`config.mk`:
```
export PLATFORM = sky130hd
export DESIGN_NAME = ripple_timer_ctrl
export DESIGN_NICKNAME = d
export VERILOG_FILES = /design/src/rtl/ripple_timer_ctrl_pkg.sv /design/src/rtl/timer_count_core.sv /design/src/rtl/ripple_timer_ctrl.sv
export SDC_FILE = /design/constraint.sdc
export NUM_CORES = 1
export LEC_CHECK = 0
export CAP_MARGIN = 20
export CORE_ASPECT_RATIO = 1.5
export CORE_MARGIN = 2
export CORE_UTILIZATION = 46
export CTS_CLUSTER_SIZE = 30
export DETAILED_ROUTE_END_ITERATION = 7
export GPL_ROUTABILITY_DRIVEN = 0
export PLACE_DENSITY = 0.72
export SETUP_SLACK_MARGIN = 0.4
export SYNTH_ARGS = -nofsm -noshare
export SYNTH_HDL_FRONTEND = slang
export SYNTH_HIERARCHICAL = 1
export SYNTH_SLANG_ARGS = --single-unit
```
`constraint.sdc`:
```
create_clock -name clk -period 2.4 [get_ports clk]
set_input_delay 0.48 -clock clk [delete_from_list [all_inputs] [get_ports clk]]
set_output_delay 0.48 -clock clk [all_outputs]
set_load 0.1 [all_outputs]
```
`src/rtl/ripple_timer_ctrl_pkg.sv`:
```
// Shared types and defaults for the ripple timer controller.
// State encoding is fixed so software-visible debug taps stay stable.
package ripple_timer_ctrl_pkg;

    localparam int WIDTH_DEF   = 4;
    localparam int PRESC_W_DEF = 4;

    typedef enum logic [1:0] {
        ST_IDLE = 2'd0,
        ST_RUN  = 2'd1,
        ST_HOLD = 2'd2,
        ST_DONE = 2'd3
    } state_t;

endpackage

```
`src/rtl/timer_count_core.sv`:
```
// Count and prescaler registers for the ripple timer.
// Advances count once every div+1 enabled cycles; flags the terminal step.
module timer_count_core
    import ripple_timer_ctrl_pkg::*;
#(
    parameter int WIDTH   = WIDTH_DEF,
    parameter int PRESC_W = PRESC_W_DEF
) (
    input  logic               clk,
    input  logic               rst,
    input  logic               clr,
    input  logic               en,
    input  logic [PRESC_W-1:0] div,
    input  logic [WIDTH-1:0]   term,
    output logic [WIDTH-1:0]   count,
    output logic               tick,
    output logic               adv,
    output logic               hit
);

    logic [PRESC_W-1:0] presc_cnt;
    logic [WIDTH:0]     nxt_wide;

    assign nxt_wide = {1'b0, count} + {{WIDTH{1'b0}}, 1'b1};
    assign adv      = en && (presc_cnt == div);
    assign hit      = adv && (nxt_wide == {1'b0, term});

    // Prescaler and count registers; tick marks the cycle after an advance.
    always_ff @(posedge clk or posedge rst) begin
        if (rst) begin
            count     <= '0;
            presc_cnt <= '0;
            tick      <= 1'b0;
        end else begin
            tick <= adv;
            if (clr) begin
                count     <= '0;
                presc_cnt <= '0;
            end else if (adv) begin
                count     <= nxt_wide[WIDTH-1:0];
                presc_cnt <= '0;
            end else if (en) begin
                presc_cnt <= presc_cnt + 1'b1;
            end
        end
    end

endmodule

```
`src/rtl/ripple_timer_ctrl.sv`:
```
// Programmable interval timer controller.
// Sequences start/stop/pause/reload around timer_count_core.
module ripple_timer_ctrl
    import ripple_timer_ctrl_pkg::*;
#(
    parameter int WIDTH   = WIDTH_DEF,
    parameter int PRESC_W = PRESC_W_DEF
) (
    input  logic               clk,
    input  logic               rst,
    input  logic               start,
    input  logic               stop,
    input  logic               pause,
    input  logic               auto_reload,
    input  logic [WIDTH-1:0]   load_val,
    input  logic [PRESC_W-1:0] presc,
    output logic [WIDTH-1:0]   count,
    output logic               busy,
    output logic               tick,
    output logic               done
);

    state_t             state_q;
    state_t             state_d;
    logic [WIDTH-1:0]   term_q;
    logic [PRESC_W-1:0] div_q;
    logic               latch;
    logic               clr;
    logic               en;
    logic               adv;
    logic               hit;

    timer_count_core #(
        .WIDTH   (WIDTH),
        .PRESC_W (PRESC_W)
    ) u_core (
        .clk   (clk),
        .rst   (rst),
        .clr   (clr),
        .en    (en),
        .div   (div_q),
        .term  (term_q),
        .count (count),
        .tick  (tick),
        .adv   (adv),
        .hit   (hit)
    );

    // State register plus terminal/divider captured on an accepted start.
    always_ff @(posedge clk or posedge rst) begin
        if (rst) begin
            state_q <= ST_IDLE;
            term_q  <= '0;
            div_q   <= '0;
        end else begin
            state_q <= state_d;
            if (latch) begin
                term_q <= load_val;
                div_q  <= presc;
            end
        end
    end

    // Next state and datapath controls; stop > pause > advance.
    always_comb begin
        state_d = state_q;
        latch   = 1'b0;
        clr     = 1'b0;
        en      = 1'b0;
        unique case (state_q)
            ST_IDLE: begin
                if (start) begin
                    latch   = 1'b1;
                    clr     = 1'b1;
                    state_d = (load_val == '0) ? ST_DONE : ST_RUN;
                end
            end
            ST_RUN: begin
                if (stop) begin
                    state_d = ST_IDLE;
                end else if (pause) begin
                    state_d = ST_HOLD;
                end else begin
                    en = 1'b1;
                    if (hit) begin
                        state_d = ST_DONE;
                    end
                end
            end
            ST_HOLD: begin
                if (stop) begin
                    state_d = ST_IDLE;
                end else if (!pause) begin
                    state_d = ST_RUN;
                end
            end
            ST_DONE: begin
                if (stop) begin
                    state_d = ST_IDLE;
                end else if (auto_reload) begin
                    clr     = 1'b1;
                    state_d = ST_RUN;
                end else begin
                    state_d = ST_IDLE;
                end
            end
            default: state_d = ST_IDLE;
        endcase
    end

    assign busy = (state_q != ST_IDLE);
    assign done = (state_q == ST_DONE);

endmodule

```
* Word-level counts from Yosys, hierarchy flattened
Index checks and enable logic that the tools add are counted.
Word-level totals: flip-flop bits (word level) 19, input port bits 14, output and inout port bits 7, word-level logic and storage cells 47
Operators by class: $add $sub $neg 2, equality and inequality tests 8, muxes and demuxes 23, reduce and logical (&&, ||, !) cells 8
Operators by type and width (count):
- 2-to-1 mux 4 bit | 5
- 2-to-1 mux 2 bit | 7
- 2-to-1 mux 1 bit | 9
- case mux 2 bit (4 select lines) | 1
- adder 4 x 1 -> 5 bit, second input constant | 1
- equality test 5 x 4 -> 1 bit | 1
- adder 4 x 1 -> 4 bit, second input constant | 1
- equality test 2 bit, second input constant | 2
- equality test 4 bit | 1
- logical NOT 4 bit | 1
- != test 4 bit, second input constant | 1
- nonzero test 2 bit | 2
- != test 3 bit, second input constant | 1
- AND reduction 3 bit | 1
- nonzero test 3 bit | 1
- equality test 2 x 1 -> 1 bit, second input constant | 1
- logical AND 1 bit | 2
- logical NOT 2 bit | 1
- != test 2 bit, second input constant | 1
- case mux 1 bit (2 select lines) | 1

* Longest topological paths before layout
Gate-level depths: netlist (run 1).
word-level depth 9, gate-level depth with buffers 10, gate-level depth less buffers 10

* By module
Netlist (run 1), hierarchy kept.
Modules (own cells, without submodules):
- timer_count_core | times used 1, cells an instance 60, area each 608.1 µm²
- ripple_timer_ctrl | times used 1, cells an instance 43, area each 534.3 µm²

* Least setup slack after synthesis (run 1)
Ideal clock, no wire load.
path type register to register, start reg u_core.count[0], end reg state_q[1], setup time 0.128 ns, data arrival time 2.487 ns, data required time 2.272 ns, setup slack -0.215 ns, stages on the path, launching flop included 8, cell sequence dfrtp_1 -> ha_1 -> xor2_1 -> nor3_1 -> and3_2 -> nor4b_2 -> a311oi_2 -> mux2_1
On the way: cells in the longest elaborated chain, start to end 5
Ends and longest elaborated chain:
- start: declaration | RTL line timer_count_core.sv:15 | output logic [WIDTH-1:0] count,
- start signal: assignment | RTL line timer_count_core.sv:40 | count <= nxt_wide[WIDTH-1:0];
- adder 4 x 1 -> 5 bit | RTL line timer_count_core.sv:24 | assign nxt_wide = {1'b0, count} + {{WIDTH{1'b0}}, 1'b1};
- equality test 5 x 4 -> 1 bit | RTL line timer_count_core.sv:26 | assign hit = adv && (nxt_wide == {1'b0, term});
- logical AND 1 bit | RTL line timer_count_core.sv:26
- via hit | RTL line ripple_timer_ctrl.sv:31 | logic hit;
- != test 4 bit (no line)
- AND reduction 3 bit (no line)
- end signal: assignment | RTL line ripple_timer_ctrl.sv:56 | state_q <= state_d;
- end: declaration | RTL line ripple_timer_ctrl.sv:23 | state_t state_q;
The timed path passes the listed nets, and every way through them passes these cells. A chain may end at the register's enable or synchronous reset.

* Final worst setup path (run 1)
start in pause, end reg state_q[1]
On the way: cells in the longest elaborated chain, start to end 7, elaborated cells between the ends (all ways) 11, classes of those cells 2 x eq/ne; 6 x mux; 3 x reduce/logical
Ends and longest elaborated chain:
- start: declaration | RTL line ripple_timer_ctrl.sv:13 | input logic pause,
- 2-to-1 mux 1 bit | RTL line ripple_timer_ctrl.sv:81 | end else if (pause) begin
- 2-to-1 mux 1 bit | RTL line ripple_timer_ctrl.sv:79 | if (stop) begin
- 2-to-1 mux 1 bit | RTL line ripple_timer_ctrl.sv:70 | unique case (state_q)
- via en | RTL line ripple_timer_ctrl.sv:29 | logic en;
- logical AND 1 bit | RTL line timer_count_core.sv:25 | assign adv = en && (presc_cnt == div);
- via adv | RTL line ripple_timer_ctrl.sv:30 | logic adv;
- logical AND 1 bit | RTL line timer_count_core.sv:26
- via hit | RTL line ripple_timer_ctrl.sv:31
- != test 4 bit (no line)
- AND reduction 3 bit (no line)
The timed path passes the listed nets, and every way through them passes these cells.

==> results.yml, run 1 <==
global_routing:
  grt_usage: 0.178
  first_global_vias: 891
  antenna_found_initial: 0
  grt_start_max_net_pins: 12
  grt_overflow: 0
  grt_pass1_wl_um: 3850
synthesis:
  syn_avg_cell_area_um2: 11.1
  netlist_area_um2: 1140
  yosys-top-cells-area: "dfrtp_1, mux2_2, ha_1"
  synth.distinct_cells: 36
  synth.top_cell.area_share: 0.416
  yosys.area.top_type: "dfrtp_1"
  syn_nets: 124
  yosysWarnings: 6
  ys_seq_area_frac: 0.416
  synth-seq-cells: 19
  syn_inst: 103
clocking:
  cts_sinks: 19
  cts_made_buffers: 3
  cts.clk_slew.worst_paths_ns: 0.11
  root_buffer: "clkbuf_4"
  htree_levels: 1
  clkLatencyLatePin_ns: 0.29
  cts_tree: "built"
  clock_path_buffers: 2
timing:
  fin_tns_setup_ns: 0
  timing.final.crit_share: 0.918
  worst_pin_slew_ns: 0.392
  max_freq_ghz: 0.454
  finalSetupViolations: 0
  slew_violations: 0
  fin_ws_ns: 0.196
  hold_violations: 0
  fin_crit_ns: 2.20
  timing.slew.headroom: 0.738
  worst_hold_slack_ns: 0.461
  rsz0062_at_grt: "yes"
  finClkSkew_ns: 0.00347
job:
  drv_cap: 0
cells_and_area:
  final_common_cell: "buf_4"
  design_area_um2: 1570
  nNetsFinal: 162
  insertedDiodeCount: 0
  fin_util: 0.655
  layout_common_cells: "buf_4, dfrtp_1, clkdlybuf4s50_1"
  fill_cells: 195
  layout-drive-gt1-share: 0.393
  area_growth_pct: 37.3
  final_cells: 164
floorplanning:
  io_pins: 21
  core_area_um2: 2390
  start_util: 0.477
  row_count: 22
  fp.dieH_um: 65.0
  fp.dieArea_um2: 2910
  die_x_um: 44.7
pwr:
  power_density_nw_per_um2: 1010
  finalPower_mw: 1.58
  irDropWorstVdd_mv: 0.964
  p_leak_nw: 0.699
routing:
  ant_nets: 0
  first_iter_violations: 11
  drt_wl_total_um: 2320
  firstDrtPassIters: 4
  post_drt_wl_per_cell_um: 14.2
  via_per_inst: 5.48
  vias: 899
  route.detailed.drc: 0
critical_path:
  cp_cell_sequence: "clkdlybuf4s50_1 -> nor2_4 -> o2111ai_4 -> nor3_4 -> and3_4 -> nor4b_2 -> a311oi_2 -> mux2_1"
  end_kind: "flip-flop"
  path_delay_family: "simple AND/OR/NAND/NOR gates"
  worstPathArrival_ns: 2.39
  critical_path.max_fanout: 2
  critPathMaxStageDelay_ns: 0.47
  startpoint_type: "input port"
  worst-path-buf-inv: 1
  crit_type: "input port to flip-flop"
  worstPathRequired_ns: 2.58
  cp_slowest_cell: "clkdlybuf4s50_1"
placed_design:
  postPlaceCellArea_um2: 1470
  io_buffers: 20
  place_ws_ns: -0.0507
  place.detailed.hpwl_um: 1860
  placed_cells: 153
hold_path:
  hp-class: "input port to asynchronous set/reset pin"
status:
  status: "complete, no violations"
## power by group
group / internal [mW] / switching [mW]
Combinational: 0.412 / 0.473
Sequential: 0.436 / 0.106
Clock: 0.0618 / 0.0952
Total: 0.910 / 0.674
## final cells by class
class                   instances  area [µm²]  area share
well taps                      24        30.0      0.0191
clock buffers                   3        22.5      0.0144
inverters                       9        33.8      0.0215
multi-input cells              74         688       0.439
flip-flops and latches         19         487       0.310
clock inverters                 1        5.00     0.00319
repair buffers                 34         303       0.193
## what timing repair did
action	CTS	global route
hold buffers	0	0
endpoints found under the setup margin	2	4
resized for setup	1	3
buffers inserted	0	7
pin swaps	1	4
## metal layers
| layer | global-route usage | vias up | part of all wire |
|---|---|---|---|
| met4 | 0.0568 | 0 | 0.0073 |
| met5 | 0 | - | 0 |
| met2 | 0.333 | 15 | 0.58 |
| li1 | - | 440 | - |
| met3 | 0.0279 | 2 | 0.029 |
| met1 | 0.194 | 442 | 0.38 |
## worst register-to-register path, delay by kind of cell (launching register included)
kind                       cells  cell delay [ns]
buffers and inverters          1             0.09
muxes                          1             0.36
and+or+nand+nor                5             0.63
AOI/OAI and AO/OA              2             0.45
adders and majority gates      1             0.14
DFF                            1             0.42
## worst paths after layout
path	start	endpoint	slack (ns)	depth (start not counted)
worst min-delay path	rst	u_core/presc_cnt[1]	0.46	2
max in group asynchronous	rst	state_q[0]	1.62	2
min in group clk	div_q[3]	div_q[3]	0.51	1
worst min register to register	div_q[3]	div_q[3]	0.51	1
worst max register to register	state_q[1]	state_q[1]	0.20	10
worst max-delay path	pause	state_q[1]	0.20	8
## synthesized netlist by cell type (all sizes together)
cell,instances
nor4,2
mux2,12
inv,9
or4b,1
or2b,2
a221o,1
nor4b,1
o2111ai,1
nand3b,1
ha,7
a311oi,1
nand2b,4
a21oi,3
o22ai,2
xor2,6
o32a,1
nor3b,1
dfrtp,19
nand4,1
and2b,1
mux2i,2
clkbuf,1
or2,1
nor2,6
nor3,4
nand3,2
nand2,3
xnor2,2
o32ai,1
and3,1
nor2b,4
## cell families after synthesis
| kind of cell | count (synthesis) | share of synthesized area |
|---|---|---|
| DFF | 19 | 0.416 |
| muxes | 14 | 0.139 |
| and+or+nand+nor | 35 | 0.195 |
| xor gates and xnor gates | 8 | 0.0613 |
| AOI/OAI and AO/OA | 10 | 0.0701 |
| adders and majority gates | 7 | 0.0767 |
| buffers and inverters | 10 | 0.0416 |
## flip-flops by register name, summed over array words and instances (netlist names)
| name | flops |
|---|---|
| div_q | 4 |
| state_q | 2 |
| term_q | 4 |
| u_core/count | 4 |
| u_core/presc_cnt | 4 |
| u_core/tick | 1 |
Note: power is estimated with default switching activity, not from simulation.
==> inputs of run 2 (changes only) <==
--- a/config.mk
+++ b/config.mk
@@ -9,10 +9,11 @@
 export CORE_ASPECT_RATIO = 1.5
 export CORE_MARGIN = 2
-export CORE_UTILIZATION = 46
+export CORE_UTILIZATION = 45
 export CTS_CLUSTER_SIZE = 30
 export DETAILED_ROUTE_END_ITERATION = 7
 export GPL_ROUTABILITY_DRIVEN = 0
-export PLACE_DENSITY = 0.72
+export PLACE_DENSITY = 0.71
 export SETUP_SLACK_MARGIN = 0.4
+export SKIP_CTS_REPAIR_TIMING = 1
 export SYNTH_ARGS = -nofsm -noshare
 export SYNTH_HDL_FRONTEND = slang
==> constraint.sdc (replaced) <==
create_clock -name clk -period 2.4 [get_ports clk]
set_input_delay 0.48 -clock clk [delete_from_list [all_inputs] [get_ports clk]]
set_output_delay 0.48 -clock clk [all_outputs]
set_load 0.005 [all_outputs]
==> run 2 against run 1 <==
Clock power increased by 4%. Worst setup slack improved by 0.080 ns. Final cell count is 2.4% lower. Hold slack worse by 0.0075 ns. Via count shrank 2.0%. Register-to-register slack improved by 0.08 ns.
==> results.yml, run 2 (synthesis results as in run 1) <==
cells_and_area:
  final_common_cell: "clkdlybuf4s50_1"
  area_growth_pct: 33.3
  layout_common_cells: "clkdlybuf4s50_1, dfrtp_1, buf_4"
  nNetsFinal: 158
  multi_input_area_um2: 676
  final_cells: 160
  fill_cells: 206
  seqCellArea_um2: 478
  layout-drive-gt1-share: 0.301
  insertedDiodeCount: 0
critical_path:
  rr_worst_depth: 7
  worstPathRequired_ns: 2.59
  r2r_slack_ns: 0.28
  end_kind: "flip-flop"
  reg2reg_to: "state_q[1]"
  r2r-start: "u_core/count[0]"
  worstPathArrival_ns: 2.31
  crit_type: "flip-flop to flip-flop"
  critical_path.max_fanout: 6
  startpoint_type: "flip-flop"
clocking:
  root_buffer: "clkbuf_4"
  clkLatencyLatePin_ns: 0.29
  cts_made_buffers: 3
  clock_path_buffers: 2
  htree_levels: 1
  cts_sinks: 19
  cts.clk_slew.worst_paths_ns: 0.11
  cts_tree: "built"
global_routing:
  grt_pass1_wl_um: 3960
  grt_usage: 0.177
  grt_overflow: 0
  first_global_vias: 897
  grt_start_max_net_pins: 12
  antenna_found_initial: 0
timing:
  max_freq_ghz: 0.471
  finalSetupViolations: 0
  timing.final.crit_share: 0.885
  timing.slew.headroom: 0.728
  finClkSkew_ns: 0.00507
  rsz0062_at_grt: "yes"
  fin_crit_ns: 2.12
  hold_violations: 0
  slew_violations: 0
  fin_ws_ns: 0.276
  worst_pin_slew_ns: 0.407
  fin_tns_setup_ns: 0
routing:
  post_drt_wl_per_cell_um: 13.9
  ant_nets: 0
  route.detailed.drc: 0
  vias: 881
  via_per_inst: 5.51
  first_iter_violations: 8
  drt_wl_total_um: 2220
  firstDrtPassIters: 4
floorplanning:
  start_util: 0.472
  fp.dieArea_um2: 2970
  io_pins: 21
  row_count: 22
  die_x_um: 45.1
  fp.dieH_um: 65.7
  core_area_um2: 2420
hold_path:
  hp-class: "input port to asynchronous set/reset pin"
placed_design:
  place.detailed.hpwl_um: 1810
  placed_cells: 153
  io_buffers: 20
  place_ws_ns: -0.0322
pwr:
  p_leak_nw: 0.665
  irDropWorstVdd_mv: 0.507
  power_density_nw_per_um2: 903
job:
  drv_cap: 0
status:
  status: "complete, no violations"
[run 2: changes by cell type in the layout (fill, tap and decap cells not counted), sizes merged]
cell and delta:
clkdlybuf4s50 +7, buf -11
[run 2: worst max-delay path by stage]
| stage | slack, ns | startpoint | end |
|---|---|---|---|
| floorplan | 0.18 | state_q[1] | state_q[1] |
| global placement | 0.03 | stop | state_q[1] |
| detailed placement | -0.03 | stop | state_q[1] |
| CTS | 0.17 | u_core/count[0] | state_q[1] |
| global route | 0.20 | state_q[1] | state_q[1] |
| finish | 0.28 | u_core/count[0] | state_q[1] |
[run 2: critical path, cell delays in order (launching register included)]
cell      delay [ns]
dfrtp_2         0.46
ha_1            0.34
xor2_1          0.16
nor3_2          0.22
and3_4          0.21
nor4b_2         0.04
a311oi_2        0.23
mux2_1          0.36
[run 2: report_power, final]
group	internal, mW	leakage, nW	switching (mW)
logic	0.373	0.408	0.297
clock network	0.0620	0.0177	0.101
registers	0.432	0.240	0.109
total	0.868	0.665	0.508
[run 2: final cells by class]
cell class / count / share of cell area
Clock buffer: 3 / 0.0148
Clock inverter: 1 / 0.00329
Inverter: 9 / 0.0222
Multi-Input combinational cell: 74 / 0.444
Sequential cell: 19 / 0.314
Tap cell: 24 / 0.0197
Timing Repair Buffer: 30 / 0.182
[run 2: metrics by stage]
step                      total power [mW]   util  hold WS (ns)  instance area, µm²
after global placement                1.17  0.603         0.497                1460
after floorplan                      0.997      -         0.308                1190
after detailed placement              1.19  0.603         0.504                1460
after CTS                             1.36  0.614         0.472                1490
final                                 1.38  0.629         0.454                1520
after global routing                  1.49  0.629         0.489                1520
[run 2: layer usage]
| layer | GRT usage | part of all wire | vias up | routed length [µm] |
|---|---|---|---|---|
| met5 | 0 | 0 | - | 0 |
| met4 | 0.0551 | 0.0095 | 0 | 21 |
| met3 | 0.0192 | 0.032 | 4 | 71 |
| met2 | 0.325 | 0.54 | 19 | 1190 |
| met1 | 0.205 | 0.42 | 429 | 932 |
| li1 | - | - | 429 | - |
==> inputs of run 3 (changes only) <==
- CELL_PAD_IN_SITES_DETAIL_PLACEMENT: unset -> 1
- CELL_PAD_IN_SITES_GLOBAL_PLACEMENT: unset -> 2
- CORE_MARGIN: 2 -> 3
- CORE_UTILIZATION: 45 -> 30
- PLACE_DENSITY: 0.71 -> 0.73
==> run 3 against run 2 <==
Flip-flop and latch count unchanged. Routed wire length rose by 31%. Via count increased by 2.7%. Non-clock buffer count rose by 4. Sequential power barely moved. First-iteration DRC count up 110%. Critical path depth is 1 higher. Clock-buffer cell count is 1 higher. Total power up 8.3%. Maximum frequency fell by 6.3%. Design area increased by 4.9%.
==> results.yml, run 3 (synthesis results as in run 1) <==
status:
  status: "complete, no violations"
critical_path:
  rr_worst_depth: 10
  r2r-start: "state_q[1]"
  crit_type: "input port to flip-flop"
  crit_start: "pause"
  end_kind: "flip-flop"
  worstPathRequired_ns: 2.54
  critical_path.max_fanout: 2
  worstPathArrival_ns: 2.41
  startpoint_type: "input port"
clocking:
  clock_path_buffers: 2
  root_buffer: "clkbuf_8"
  htree_levels: 1
  cts_sinks: 19
  cts_tree: "built"
  cts_made_buffers: 3
  cts.clk_slew.worst_paths_ns: 0.07
  clkLatencyLatePin_ns: 0.26
routing:
  ant_nets: 0
  via_per_inst: 4.97
  route.detailed.drc: 0
  firstDrtPassIters: 4
  vias: 905
  post_drt_wl_per_cell_um: 15.9
  first_iter_violations: 17
  drt_wl_total_um: 2900
timing:
  hold_violations: 0
  fin_tns_setup_ns: 0
  timing.final.crit_share: 0.945
  finClkSkew_ns: 0.00222
  worst_pin_slew_ns: 0.400
  rsz0062_at_grt: "yes"
  worst_hold_slack_ns: 0.522
  fin_crit_ns: 2.27
  slew_violations: 0
  fin_ws_ns: 0.133
  max_freq_ghz: 0.441
  finalSetupViolations: 0
  timing.slew.headroom: 0.731
pwr:
  irDropWorstVdd_mv: 0.408
  p_leak_nw: 0.696
  power_density_nw_per_um2: 932
floorplanning:
  core_area_um2: 3550
  fp.dieArea_um2: 4600
  start_util: 0.322
  io_pins: 21
  die_x_um: 56.4
  fp.dieH_um: 81.6
  row_count: 26
hold_path:
  hp-class: "input port to asynchronous set/reset pin"
global_routing:
  grt_start_max_net_pins: 12
  grt_usage: 0.132
  first_global_vias: 988
  grt_pass1_wl_um: 4620
  grt_overflow: 0
  antenna_found_initial: 0
placed_design:
  placed_cells: 171
  io_buffers: 20
  place_ws_ns: -0.0505
  postPlaceCellArea_um2: 1480
  place.detailed.hpwl_um: 2250
cells_and_area:
  multi_input_area_um2: 679
  final_cells: 182
  layout-drive-gt1-share: 0.321
  area_growth_pct: 39.9
  nNetsFinal: 162
  seqCellArea_um2: 479
  insertedDiodeCount: 0
  final_common_cell: "clkdlybuf4s50_1"
  fill_cells: 388
  design_area_um2: 1600
  layout_common_cells: "clkdlybuf4s50_1, dfrtp_1, buf_4"
job:
  drv_cap: 0
==> run 3: changes by cell type in the layout (fill, tap and decap cells not counted), sizes merged <==
cell	change
clkinv	-1
clkbuf	+1
buf	+4
==> run 3: worst paths after layout <==
| check | end | slack (ns) |
|---|---|---|
| max in group asynchronous | state_q[1] | 1.55 |
| min | u_core/count[1] | 0.52 |
| max | state_q[1] | 0.13 |
| min in group clk | div_q[3] | 0.53 |
| min reg2reg | div_q[3] | 0.53 |
| max reg2reg | state_q[1] | 0.15 |
==> run 3: area by class of cell <==
class                      count  share of cell area
multi-input combinational     74               0.425
sequential                    19               0.300
timing repair buffer          34               0.193
tap                           42              0.0329
clock buffer                   4              0.0282
inverter                       9              0.0211
==> run 3: critical path, stage by stage <==
cell and delay [ns]:
clkdlybuf4s50_1 0.48, nor2_4 0.17, o2111ai_4 0.13, nor3_4 0.23
and3_4 0.20, nor4b_2 0.04, a311oi_2 0.33, mux2_4 0.34
==> run 3: per-layer routing <==
| layer | vias to the layer above | track usage | wire length [µm] |
|---|---|---|---|
| met5 | - | 0 | 0 |
| met4 | 0 | 0.0641 | 42 |
| met3 | 5 | 0.0220 | 77 |
| met2 | 16 | 0.252 | 1670 |
| met1 | 447 | 0.138 | 1110 |
| li1 | 437 | - | - |
==> run 3: where the power goes <==
part           switching, mW  internal, mW  total, mW
sequential             0.110         0.434      0.544
combinational          0.324         0.392      0.716
clock                  0.110         0.118      0.228
==> run 3: per-stage QoR <==
step	total power, mW	utilization
final	1.49	0.451
after global routing	1.61	0.451
after CTS	1.44	0.431
after detailed placement	1.21	0.418
after global placement	1.18	0.418
after floorplan	0.997	-
